===== config.mk =====
export PLATFORM = sky130hd
export DESIGN_NAME = io_write_source_mux
export DESIGN_NICKNAME = d
export VERILOG_FILES = /design/src/rtl/io_write_source_mux.sv
export SDC_FILE = /design/constraint.sdc
export NUM_CORES = 1
export LEC_CHECK = 0
export CELL_PAD_IN_SITES_DETAIL_PLACEMENT = 1
export CELL_PAD_IN_SITES_GLOBAL_PLACEMENT = 2
export CORE_MARGIN = 5
export CORE_UTILIZATION = 23
export CTS_CLUSTER_DIAMETER = 40
export DETAILED_ROUTE_END_ITERATION = 7
export GPL_TIMING_DRIVEN = 1
export PLACE_DENSITY_LB_ADDON = 0.25
export SYNTH_ARGS = -nofsm -noshare
export SYNTH_HDL_FRONTEND = slang
export SYNTH_SLANG_ARGS = --single-unit

===== constraint.sdc =====
create_clock -name clk -period 3.3 [get_ports clk]
set_input_delay 0.495 -clock clk [delete_from_list [all_inputs] [get_ports clk]]
set_output_delay 0.495 -clock clk [all_outputs]
set_load 0.02 [all_outputs]

===== src/rtl/io_write_source_mux.sv =====
// Registered valid/ready mux routing one of four producer streams to the IO write port,
// selected by a per-session mode code. Optional beat counter: IO_MUX_BEAT_COUNT_EN.
module io_write_source_mux #(
  parameter int unsigned DATA_WIDTH = 8,
  parameter int unsigned CNT_WIDTH  = 16
) (
  input  logic                    clk,
  input  logic                    rst_n,
  input  logic                    write_files,
  input  logic                    file_type,
  input  logic                    write_layer,
  input  logic [4*DATA_WIDTH-1:0] src_data,
  input  logic [3:0]              src_valid,
  output logic [3:0]              src_ready,
  output logic [DATA_WIDTH-1:0]   out_data,
  output logic                    out_valid,
  input  logic                    out_ready,
  output logic [1:0]              out_src,
  output logic                    busy,
  output logic                    err_illegal_sel
`ifdef IO_MUX_BEAT_COUNT_EN
  ,
  output logic [CNT_WIDTH-1:0]    beat_count
`endif
);

  localparam int unsigned NUM_SRC = 4;

  typedef enum logic [1:0] {
    ST_IDLE   = 2'd0,
    ST_ACTIVE = 2'd1,
    ST_DRAIN  = 2'd2
  } state_e;

  state_e                  state_q, state_d;
  logic [2:0]              code_q, code_d;
  logic [1:0]              sel_q, sel_d;
  logic [DATA_WIDTH-1:0]   data_q, data_d;
  logic                    valid_q, valid_d;
  logic [1:0]              osrc_q, osrc_d;
  logic                    err_q, err_d;

  logic [2:0]              code_c;
  logic                    code_legal_c;
  logic                    code_illegal_c;
  logic [1:0]              code_idx_c;
  logic [3:0]              ready_c;
  logic                    accept_c;
  logic                    start_c;
  logic [DATA_WIDTH-1:0]   src_word [NUM_SRC];

  for (genvar i = 0; i < NUM_SRC; i++) begin : g_slice
    assign src_word[i] = src_data[i*DATA_WIDTH +: DATA_WIDTH];
  end

  // Mode code decode: legal non-zero codes map to a source index
  always_comb begin
    code_c         = {write_files, file_type, write_layer};
    code_legal_c   = 1'b0;
    code_illegal_c = 1'b0;
    code_idx_c     = 2'd0;
    case (code_c)
      3'b001:  begin code_legal_c = 1'b1; code_idx_c = 2'd3; end
      3'b011:  begin code_legal_c = 1'b1; code_idx_c = 2'd2; end
      3'b100:  begin code_legal_c = 1'b1; code_idx_c = 2'd0; end
      3'b110:  begin code_legal_c = 1'b1; code_idx_c = 2'd1; end
      3'b000:  code_legal_c = 1'b0;
      default: code_illegal_c = 1'b1;
    endcase
  end

  // Next-state, handshake and output-register update
  always_comb begin
    state_d  = state_q;
    code_d   = code_q;
    sel_d    = sel_q;
    data_d   = data_q;
    valid_d  = valid_q;
    osrc_d   = osrc_q;
    err_d    = 1'b0;
    ready_c  = 4'b0000;
    start_c  = 1'b0;

    case (state_q)
      ST_IDLE: begin
        if (code_legal_c) begin
          state_d = ST_ACTIVE;
          code_d  = code_c;
          sel_d   = code_idx_c;
          start_c = 1'b1;
        end else if (code_illegal_c) begin
          err_d = 1'b1;
        end
      end
      ST_ACTIVE: begin
        // A mode change blocks acceptance in the same cycle it is seen
        if (code_c != code_q) begin
          state_d = ST_DRAIN;
        end else begin
          ready_c[sel_q] = !valid_q || out_ready;
        end
      end
      ST_DRAIN: begin
        if (!valid_q || out_ready) begin
          state_d = ST_IDLE;
        end
      end
      default: state_d = ST_IDLE;
    endcase

    accept_c = |(src_valid & ready_c);

    if (valid_q && out_ready) begin
      valid_d = 1'b0;
    end
    if (accept_c) begin
      valid_d = 1'b1;
      data_d  = src_word[sel_q];
      osrc_d  = sel_q;
    end
  end

  always_ff @(posedge clk) begin
    if (!rst_n) begin
      state_q <= ST_IDLE;
      code_q  <= 3'b000;
      sel_q   <= 2'd0;
      data_q  <= '0;
      valid_q <= 1'b0;
      osrc_q  <= 2'd0;
      err_q   <= 1'b0;
    end else begin
      state_q <= state_d;
      code_q  <= code_d;
      sel_q   <= sel_d;
      data_q  <= data_d;
      valid_q <= valid_d;
      osrc_q  <= osrc_d;
      err_q   <= err_d;
    end
  end

  assign src_ready       = ready_c;
  assign out_data        = data_q;
  assign out_valid       = valid_q;
  assign out_src         = osrc_q;
  assign busy            = (state_q != ST_IDLE);
  assign err_illegal_sel = err_q;

`ifdef IO_MUX_BEAT_COUNT_EN
  logic [CNT_WIDTH-1:0] cnt_q, cnt_d;

  // Session beat counter: cleared on session start, saturating
  always_comb begin
    cnt_d = cnt_q;
    if (start_c) begin
      cnt_d = '0;
    end else if (accept_c && (cnt_q != {CNT_WIDTH{1'b1}})) begin
      cnt_d = cnt_q + CNT_WIDTH'(1);
    end
  end

  always_ff @(posedge clk) begin
    if (!rst_n) begin
      cnt_q <= '0;
    end else begin
      cnt_q <= cnt_d;
    end
  end

  assign beat_count = cnt_q;
`else
  // CNT_WIDTH only sizes the optional counter; keep it referenced in this build
  logic [CNT_WIDTH-1:0] unused_cnt;
  logic                 unused_start;
  assign unused_cnt   = '0;
  assign unused_start = start_c;
`endif

endmodule


Word-level counts from Yosys, hierarchy flattened --
Index checks and enable logic that the tools add are counted.
Operators by class: bitwise logic cells 5, reductions and logical operators 14, equality and inequality tests 10, mux-type cells 16, order comparisons 3
Operators with widths (count):
- binary-select mux 8 bit (select 2 bit) | 1
- two-way mux 8 bit | 2
- one-hot mux 2 bit (3 select lines) | 2
- bitwise AND 4 bit | 2
- two-way mux 4 bit | 2
- OR reduction 4 bit | 2
- == test 3 bit (second input constant) | 2
- two-way mux 2 bit | 3
- != test 2 bit (second input constant) | 3
- two-way mux 1 bit | 5
- OR reduction 5 bit | 1
- nonzero test 2 bit | 2
- == test 3 x 1 -> 1 bit (second input constant) | 1
- == test 3 x 2 -> 1 bit (second input constant) | 1
- >= comparator 3 bit (second input constant) | 1
- logical NOT 3 bit | 1
- less-than comparator 2 x 3 -> 1 bit (second input constant) | 1
- != test 3 bit | 1
- inverter 2 -> 3 bit | 1
- AND reduction 3 bit | 1
- OR reduction 3 bit | 1
- demux 1 bit (select 2 bit) | 1
- == test 2 x 1 -> 1 bit (second input constant) | 1
- == test 2 bit (second input constant) | 1
- other kinds (7) | 9
Storage, ports and cells: input bits 42, word-level logic and storage cells 55, flip-flop bits (word level) 19, output and inout port bits 17

Logic depth before layout (Yosys ltp) --
depth in word-level cells 10, mapped depth 6, mapped depth without buffers 4

Worst setup path after synthesis --
Ideal clock, no wire load.
path kind input port to output port, start point input port write_files, end point output port src_ready[0], arrival time 1.909 ns, path buffers 1, setup slack 0.896 ns, data required time 2.805 ns, cell stages on the path 5, cell sequence buf_4 > xor2_1 > or4_4 > or3_4 > nor2_1
Between the ends: longest elaborated chain between the ends 3
Ends and longest elaborated chain:
- start: declaration | RTL line 9 | input logic write_files,
- != test 3 bit | RTL line 97 | if (code_c != code_q) begin
- two-way mux 4 bit | RTL line 97
- two-way mux 4 bit | RTL line 84 | case (state_q)
- end: declaration | RTL line 14 | output logic [3:0] src_ready,
No other way between the ends.

Worst setup path in the final report --
start point input port file_type, end point output port src_ready[1]
Between the ends: longest elaborated chain between the ends 3
Ends and longest elaborated chain:
- start: declaration | RTL line 10 | input logic file_type,
- != test 3 bit | RTL line 97
- two-way mux 4 bit | RTL line 97
- two-way mux 4 bit | RTL line 84
No other way between the ends.

==> results.rst <==
.. list-table::
   :header-rows: 1

   * - Metric
     - Value
   * - Tightest Pin Transition
     - 0.960 ns
   * - Most frequently used flop master after synthesis
     - sky130_fd_sc_hd__dfxtp_1
   * - Final hold viol count
     - 0
   * - Worst vdd rail ir drop
     - 0.132 mV
   * - Count of mapped cells out of synthesis
     - 118
   * - Total via count after detailed routing
     - 1081
   * - Buffer cell driving the clock tree root
     - sky130_fd_sc_hd__clkbuf_8
   * - Total of cells resized after clock tree synthesis
     - 0
   * - Post-route antenna net violation count
     - 0
   * - Layout cells sized above 1
     - 0.114
   * - Detailed-routing iteration count for the pre-antenna-repair pass
     - 3
   * - Clk sink count
     - 19
   * - Design Power
     - 0.000578 W
   * - Post-synthesis register bit count
     - 19
   * - Cell area after technology mapping
     - 0.00111 mm2
   * - Commonest cells in the synthesized netlist
     - 28 x sky130_fd_sc_hd__nand2_1, 19 x sky130_fd_sc_hd__dfxtp_1, 10 x sky130_fd_sc_hd__mux2i_1, 9 x sky130_fd_sc_hd__mux4_2, 6 x sky130_fd_sc_hd__nor2_1
   * - Number of antenna violations at the first check in global routing
     - 0
   * - Post-route clock skew
     - 0.00265 ns
   * - Buffers inserted during post-CTS setup optimization
     - 0
   * - Die Footprint
     - 0.00633 mm2
   * - Synth warnings
     - 0
   * - CTS tree
     - built
   * - Worst relative slew slack
     - 0.358
   * - Met1 WL
     - 1.62 mm
   * - DRT Wirelength
     - 3.58 mm
   * - Total clock buffers created by CTS
     - 3
   * - Number of maximum-capacitance constraint violations
     - 0
   * - Power density over the cells
     - 319 mW/mm2
   * - Total setup violations reported at the end of the flow
     - 0
   * - Fraction of power consumed by sequential logic
     - 0.439
   * - DR WL met3
     - 207 um
   * - Final GP Congestion
     - 0.790
   * - Post-DP Area
     - 0.00177 mm2
   * - Sw Pwr
     - 0.000154 W
   * - Number of enable-type register cells in the synthesized netlist
     - 0
   * - Post-synthesis to final-layout area growth
     - 62.8%
   * - Starting Density
     - 0.235
   * - Final HPWL DP
     - 2.79 mm
   * - Post-synthesis area per instance
     - 9.43 um2
   * - Placeable core region
     - 0.00472 mm2
   * - Most common cell in the synthesized netlist
     - sky130_fd_sc_hd__nand2_1
   * - Die width
     - 79.5 um
   * - Combinational Power Share
     - 0.275
   * - Num ports
     - 59
   * - Crit end category
     - output port
   * - Top cells by area, synth
     - sky130_fd_sc_hd__dfxtp_1 34%, sky130_fd_sc_hd__mux4_2 18%, sky130_fd_sc_hd__nand2_1 9.4%
   * - Residual overflow from global routing
     - 0
   * - Leakage
     - 0.647 nW
   * - Unrepaired setup endpoints after global routing
     - no
   * - Avg WL per Cell
     - 14.7 um
   * - Clock Power Share
     - 0.286
   * - Nature of the critical path startpoint
     - input port
   * - Top layer in use
     - met4
   * - # rows
     - 25
   * - Arrival time at the worst endpoint
     - 2.73 ns
   * - GRT Total Usage
     - 0.117
   * - Post-route design area
     - 0.00181 mm2
   * - Top cell type's share of synthesized area
     - 0.342
   * - Int Power
     - 0.000423 W
   * - Maximum operating frequency
     - 310 MHz
   * - Antenna diode instance count
     - 0
   * - Insertion delay of the later-clocked pin in the worst-skew pair
     - 0.25 ns
   * - Switching share of power
     - 0.267
   * - Shortest clock period the worst path allows after layout
     - 3.23 ns
   * - Worst-case setup margin in the final layout
     - 0.0702 ns
   * - Summed negative setup slack over all endpoints
     - 0 ns
   * - Placement-stage worst setup slack
     - 0.0643 ns
   * - Portion of the clock cycle consumed by the worst path in the final layout
     - 0.979
   * - Crit Path Max Fanout
     - 3
   * - Die height
     - 79.5 um
   * - Proportion of synthesized chip area in sequential cells
     - 0.342
   * - Endpoint required time on the critical path
     - 2.80 ns
   * - Buffers on Ports
     - 58
   * - Result of the run
     - completed
   * - Met2 layer wire length in the routed design
     - 1.74 mm
   * - Iter 0 DRT Violations
     - 16
   * - Pins over their slew limit
     - 0
   * - Via count of the first global-routing pass
     - 1229
   * - Drc violations
     - 0
   * - Setup slack, reg-to-reg
     - 1.55 ns
   * - Synthesized net count
     - 160
   * - Max H-tree Level
     - 1
   * - Number of hold buffers added after CTS
     - 0
   * - Hold Path Class
     - reg -> reg
   * - Number of buffers on the longest clock path
     - 2
   * - Largest net degree at the start of global routing
     - 29
   * - Wire length of the first global-routing pass
     - 5.91 mm
   * - Synth unique cells
     - 30
   * - Crit Path Category
     - in -> out
   * - Per-cell via count in the routed design
     - 4.45
   * - Final nets
     - 219
   * - Clock-pin slew on the worst setup and hold paths
     - 0.07 ns
   * - Share of flip-flops with an asynchronous set or reset after synthesis
     - 0
   * - Cell taking the most area after synthesis
     - sky130_fd_sc_hd__dfxtp_1
## stage by stage
stage | hold WS, ns | util | instances
6_report | 0.460 | 0.383 | 243
5_1_grt | 0.482 | 0.383 | 243
4_1_cts | 0.468 | 0.383 | 243
3_5_place_dp | 0.456 | 0.374 | 239
3_3_place_gp | 0.443 | 0.374 | 239
2_1_floorplan | 0.455 | - | 118
## power by group through the flow
stage	Combinational, W	Clock [W]	Sequential, W
2_1_floorplan	0.0000875	0	0.000254
3_3_place_gp	0.000157	0	0.000259
4_1_cts	0.000162	0.000175	0.000254
3_5_place_dp	0.000160	0	0.000260
6_report	0.000159	0.000165	0.000254
5_1_grt	0.000175	0.000182	0.000256
## metal layers
layer	vias up	GRT usage
met4	0	0.0309
met5	-	0
met3	2	0.0271
met1	516	0.144
li1	530	-
met2	33	0.204
## final timing paths
check	from	end	cells after the start
max	file_type	src_ready[1]	6
min	out_data[1]	out_data[1]	2
max reg2reg	code_q[0]	out_src[1]	4
min reg2reg	out_data[1]	out_data[1]	2
## layout by cell type (no fill, tap or decap), types with 2 or more instances in the layout
| cell type | count |
|---|---|
| sky130_fd_sc_hd__a21boi_0 | 3 |
| sky130_fd_sc_hd__a21oi_1 | 5 |
| sky130_fd_sc_hd__and3_1 | 2 |
| sky130_fd_sc_hd__buf_4 | 5 |
| sky130_fd_sc_hd__clkbuf_8 | 3 |
| sky130_fd_sc_hd__clkdlybuf4s50_1 | 58 |
| sky130_fd_sc_hd__dfxtp_1 | 19 |
| sky130_fd_sc_hd__inv_1 | 3 |
| sky130_fd_sc_hd__mux2i_1 | 10 |
| sky130_fd_sc_hd__mux4_2 | 9 |
| sky130_fd_sc_hd__nand2_1 | 28 |
| sky130_fd_sc_hd__nand2b_1 | 2 |
| sky130_fd_sc_hd__nand3_1 | 2 |
| sky130_fd_sc_hd__nor2_1 | 6 |
| sky130_fd_sc_hd__nor4_1 | 2 |
| sky130_fd_sc_hd__o21a_1 | 3 |
| sky130_fd_sc_hd__o21ai_0 | 2 |
| sky130_fd_sc_hd__xor2_1 | 3 |
## worst max-delay path: stages
cell                              delay [ns]
sky130_fd_sc_hd__clkdlybuf4s50_1        0.45
sky130_fd_sc_hd__xor2_1                 0.17
sky130_fd_sc_hd__or4_4                  0.55
sky130_fd_sc_hd__or3_4                  0.36
sky130_fd_sc_hd__nor2_1                 0.09
sky130_fd_sc_hd__clkdlybuf4s50_1        0.62
## final cells by class
type,instances,area [um2]
well taps,67,83.8
inverters,3,11.3
repair buffers,63,618
clock buffers,4,45.0
multi-input cells,87,672
flip-flops and latches,19,380
fillers,552,2910
## logic make-up after synthesis
kind of cell    after synthesis  synth area share
simple gates                 48             0.200
mux                          19             0.272
flops                        19             0.342
compound gates               16            0.0934
buf+inv                      12            0.0540
xor+xnor                      4            0.0383
## state kept, by name (all words and copies together) (netlist names)
signal	count
sel_q	2
state_q	2
code_q	3
out_valid	1
out_data	8
out_src	2
err_illegal_sel	1
(Power assumes the default switching activity.)
==> patch, RTL diff (same flow settings) <==
The option `IO_MUX_BEAT_COUNT_EN` is turned on by a define.
--- a/src/rtl/io_write_source_mux.sv
+++ b/src/rtl/io_write_source_mux.sv
@@ -2,2 +2,4 @@
 // selected by a per-session mode code. Optional beat counter: IO_MUX_BEAT_COUNT_EN.
+`define IO_MUX_BEAT_COUNT_EN
+
 module io_write_source_mux #(
Formal check against the unedited RTL (old outputs only; new: beat_count): equivalent (equiv_simple and equiv_induct, registers matched by name and starting in step).
==> patch against the original RTL <==
Worst setup slack gained 0.21 ns. Utilization fell by 3.8 points. Power increased by 89%. Area after synthesis up 80%. Sequential power up 77%. Clock power grew to 2.8 times the old value. Design area grew 64%. Sequential cell count grew 16. Final cell count is 65% higher. Routed wire length up 72%. Clock skew grew 0.0020 ns. Highest routed layer unchanged.
==> patch: results (changes against the original RTL) <==
<table>
<tr><th>Metric</th><th>Value</th></tr>
<tr><th colspan="2">Cells and area</th></tr>
<tr><td># nets final</td><td>335 (+53%)</td></tr>
<tr><td>Max FFs per register</td><td>16 (+8)</td></tr>
<tr><td>Proportion of layout cells with a drive suffix above 1</td><td>0.0990 (-0.0147)</td></tr>
<tr><td>Number of fillers in the final layout</td><td>1012 (+83%)</td></tr>
<tr><th colspan="2">Global route</th></tr>
<tr><td>First-pass GRT wire length</td><td>10.4 mm (+75%)</td></tr>
<tr><td>Overall fraction of global-route tracks in use</td><td>0.121 (+0.00413)</td></tr>
<tr><td>Vias in the first global route</td><td>2119 (+72%)</td></tr>
<tr><th colspan="2">Setup path</th></tr>
<tr><td>Arrival time worst endpoint</td><td>2.52 ns (-0.21 ns)</td></tr>
<tr><td>Reg2Reg Setup Slack</td><td>0.87 ns (-0.68 ns)</td></tr>
<tr><th colspan="2">Timing</th></tr>
<tr><td>Worst setup skew after layout</td><td>0.00462 ns (+0.00197 ns)</td></tr>
<tr><td>Worst slew slack as a fraction of its limit</td><td>0.516 (+0.158)</td></tr>
<tr><th colspan="2">Yosys</th></tr>
<tr><td>Top post-synthesis cells by count</td><td>sky130_fd_sc_hd__dfxtp_1 (35), sky130_fd_sc_hd__nand2_1 (19), sky130_fd_sc_hd__a21oi_1 (15)</td></tr>
<tr><td>Post-synthesis net count</td><td>262 (+64%)</td></tr>
<tr><td>Fraction of the yosys area taken by sequential cells</td><td>0.350 (+0.00848)</td></tr>
<tr><td>Largest cells by area after synthesis</td><td>sky130_fd_sc_hd__dfxtp_1 (35%), sky130_fd_sc_hd__mux4_2 (9.0%), sky130_fd_sc_hd__mux2i_1 (5.5%), sky130_fd_sc_hd__a21oi_1 (3.8%), sky130_fd_sc_hd__nand2_1 (3.6%)</td></tr>
<tr><th colspan="2">Routing</th></tr>
<tr><td>Number of detailed-route iterations in the first pass</td><td>4 (+1)</td></tr>
<tr><td>Initial drt markers</td><td>34 (+18)</td></tr>
<tr><td>Final routed wirelength across all metal layers</td><td>6.17 mm (+72%)</td></tr>
<tr><th colspan="2">Run status</th></tr>
<tr><td>Status</td><td>completed</td></tr>
<tr><th colspan="2">CTS</th></tr>
<tr><td>Source-to-sink clock delay at the later pin of the worst-skew pair</td><td>0.29 ns (+0.04 ns)</td></tr>
<tr><td>Deepest level of the CTS H-tree</td><td>2 (+1)</td></tr>
<tr><td>Total clock buffers created by CTS</td><td>5 (+2)</td></tr>
<tr><th colspan="2">Place</th></tr>
<tr><td>HPWL after DPL</td><td>4.74 mm (+70%)</td></tr>
<tr><th colspan="2">Power</th></tr>
<tr><td>Leak</td><td>0.966 nW (+49%)</td></tr>
<tr><td>Worst ir drop on vdd</td><td>173 uV (+32%)</td></tr>
</table>
-- patch: final cells by class --
class,instances,share of cell area
Multi-Input combinational cell,166,0.402
Timing Repair Buffer,80,0.265
Sequential cell,35,0.236
Tap cell,108,0.0456
Clock buffer,5,0.0232
Clock inverter,3,0.0228
Inverter,4,0.00506
-- patch: worst paths after layout --
check                        to  cells past startpoint       start
setup / recovery   src_ready[1]                      6   file_type
hold reg to reg      out_src[0]                      2  out_src[0]
setup reg to reg  beat_count[8]                      4    sel_q[1]
hold / removal       out_src[0]                      2  out_src[0]
-- patch: kinds of logic (layout without fill, tap and decap cells) --
family	after synthesis	in the layout	synth area share
AO/OA/AOI/OAI	48	48	0.149
XOR/XNOR	4	4	0.0250
AND/OR/NAND/NOR	93	93	0.266
buffers and inverters	18	92	0.0526
adder cells (fa/ha/maj)	1	1	0.00626
multiplexers	20	20	0.151
flip-flops	35	35	0.350
-- patch: per-layer routing --
layer	part of all wire	up-vias	global-route usage
li1	-	966	-
met1	0.46	919	0.154
met2	0.45	59	0.197
met3	0.086	6	0.0496
met4	0.0053	0	0.0179
met5	0	-	0
-- patch: stage by stage --
stage | power [mW] | instances | worst slack [ns] | area (um^2)
2_1_floorplan | 0.557 | 219 | 1.01 | 2000
3_3_place_gp | 0.638 | 393 | 0.298 | 2830
3_5_place_dp | 0.641 | 393 | 0.285 | 2830
4_1_cts | 1.12 | 401 | 0.256 | 2970
5_1_grt | 1.15 | 401 | 0.0897 | 2970
6_report | 1.09 | 401 | 0.283 | 2970
-- patch: tightest hold or removal path, delay by kind of cell, from the launching register on --
family	cells	cell delay (ns)
AND/OR/NAND/NOR	1	0.06
flip-flops	1	0.32
AO/OA/AOI/OAI	1	0.06
-- patch: report_power, final --
part	internal, mW	switching (mW)	total [mW]
logic	0.104	0.0733	0.177
registers	0.432	0.0173	0.450
clock network	0.301	0.166	0.468
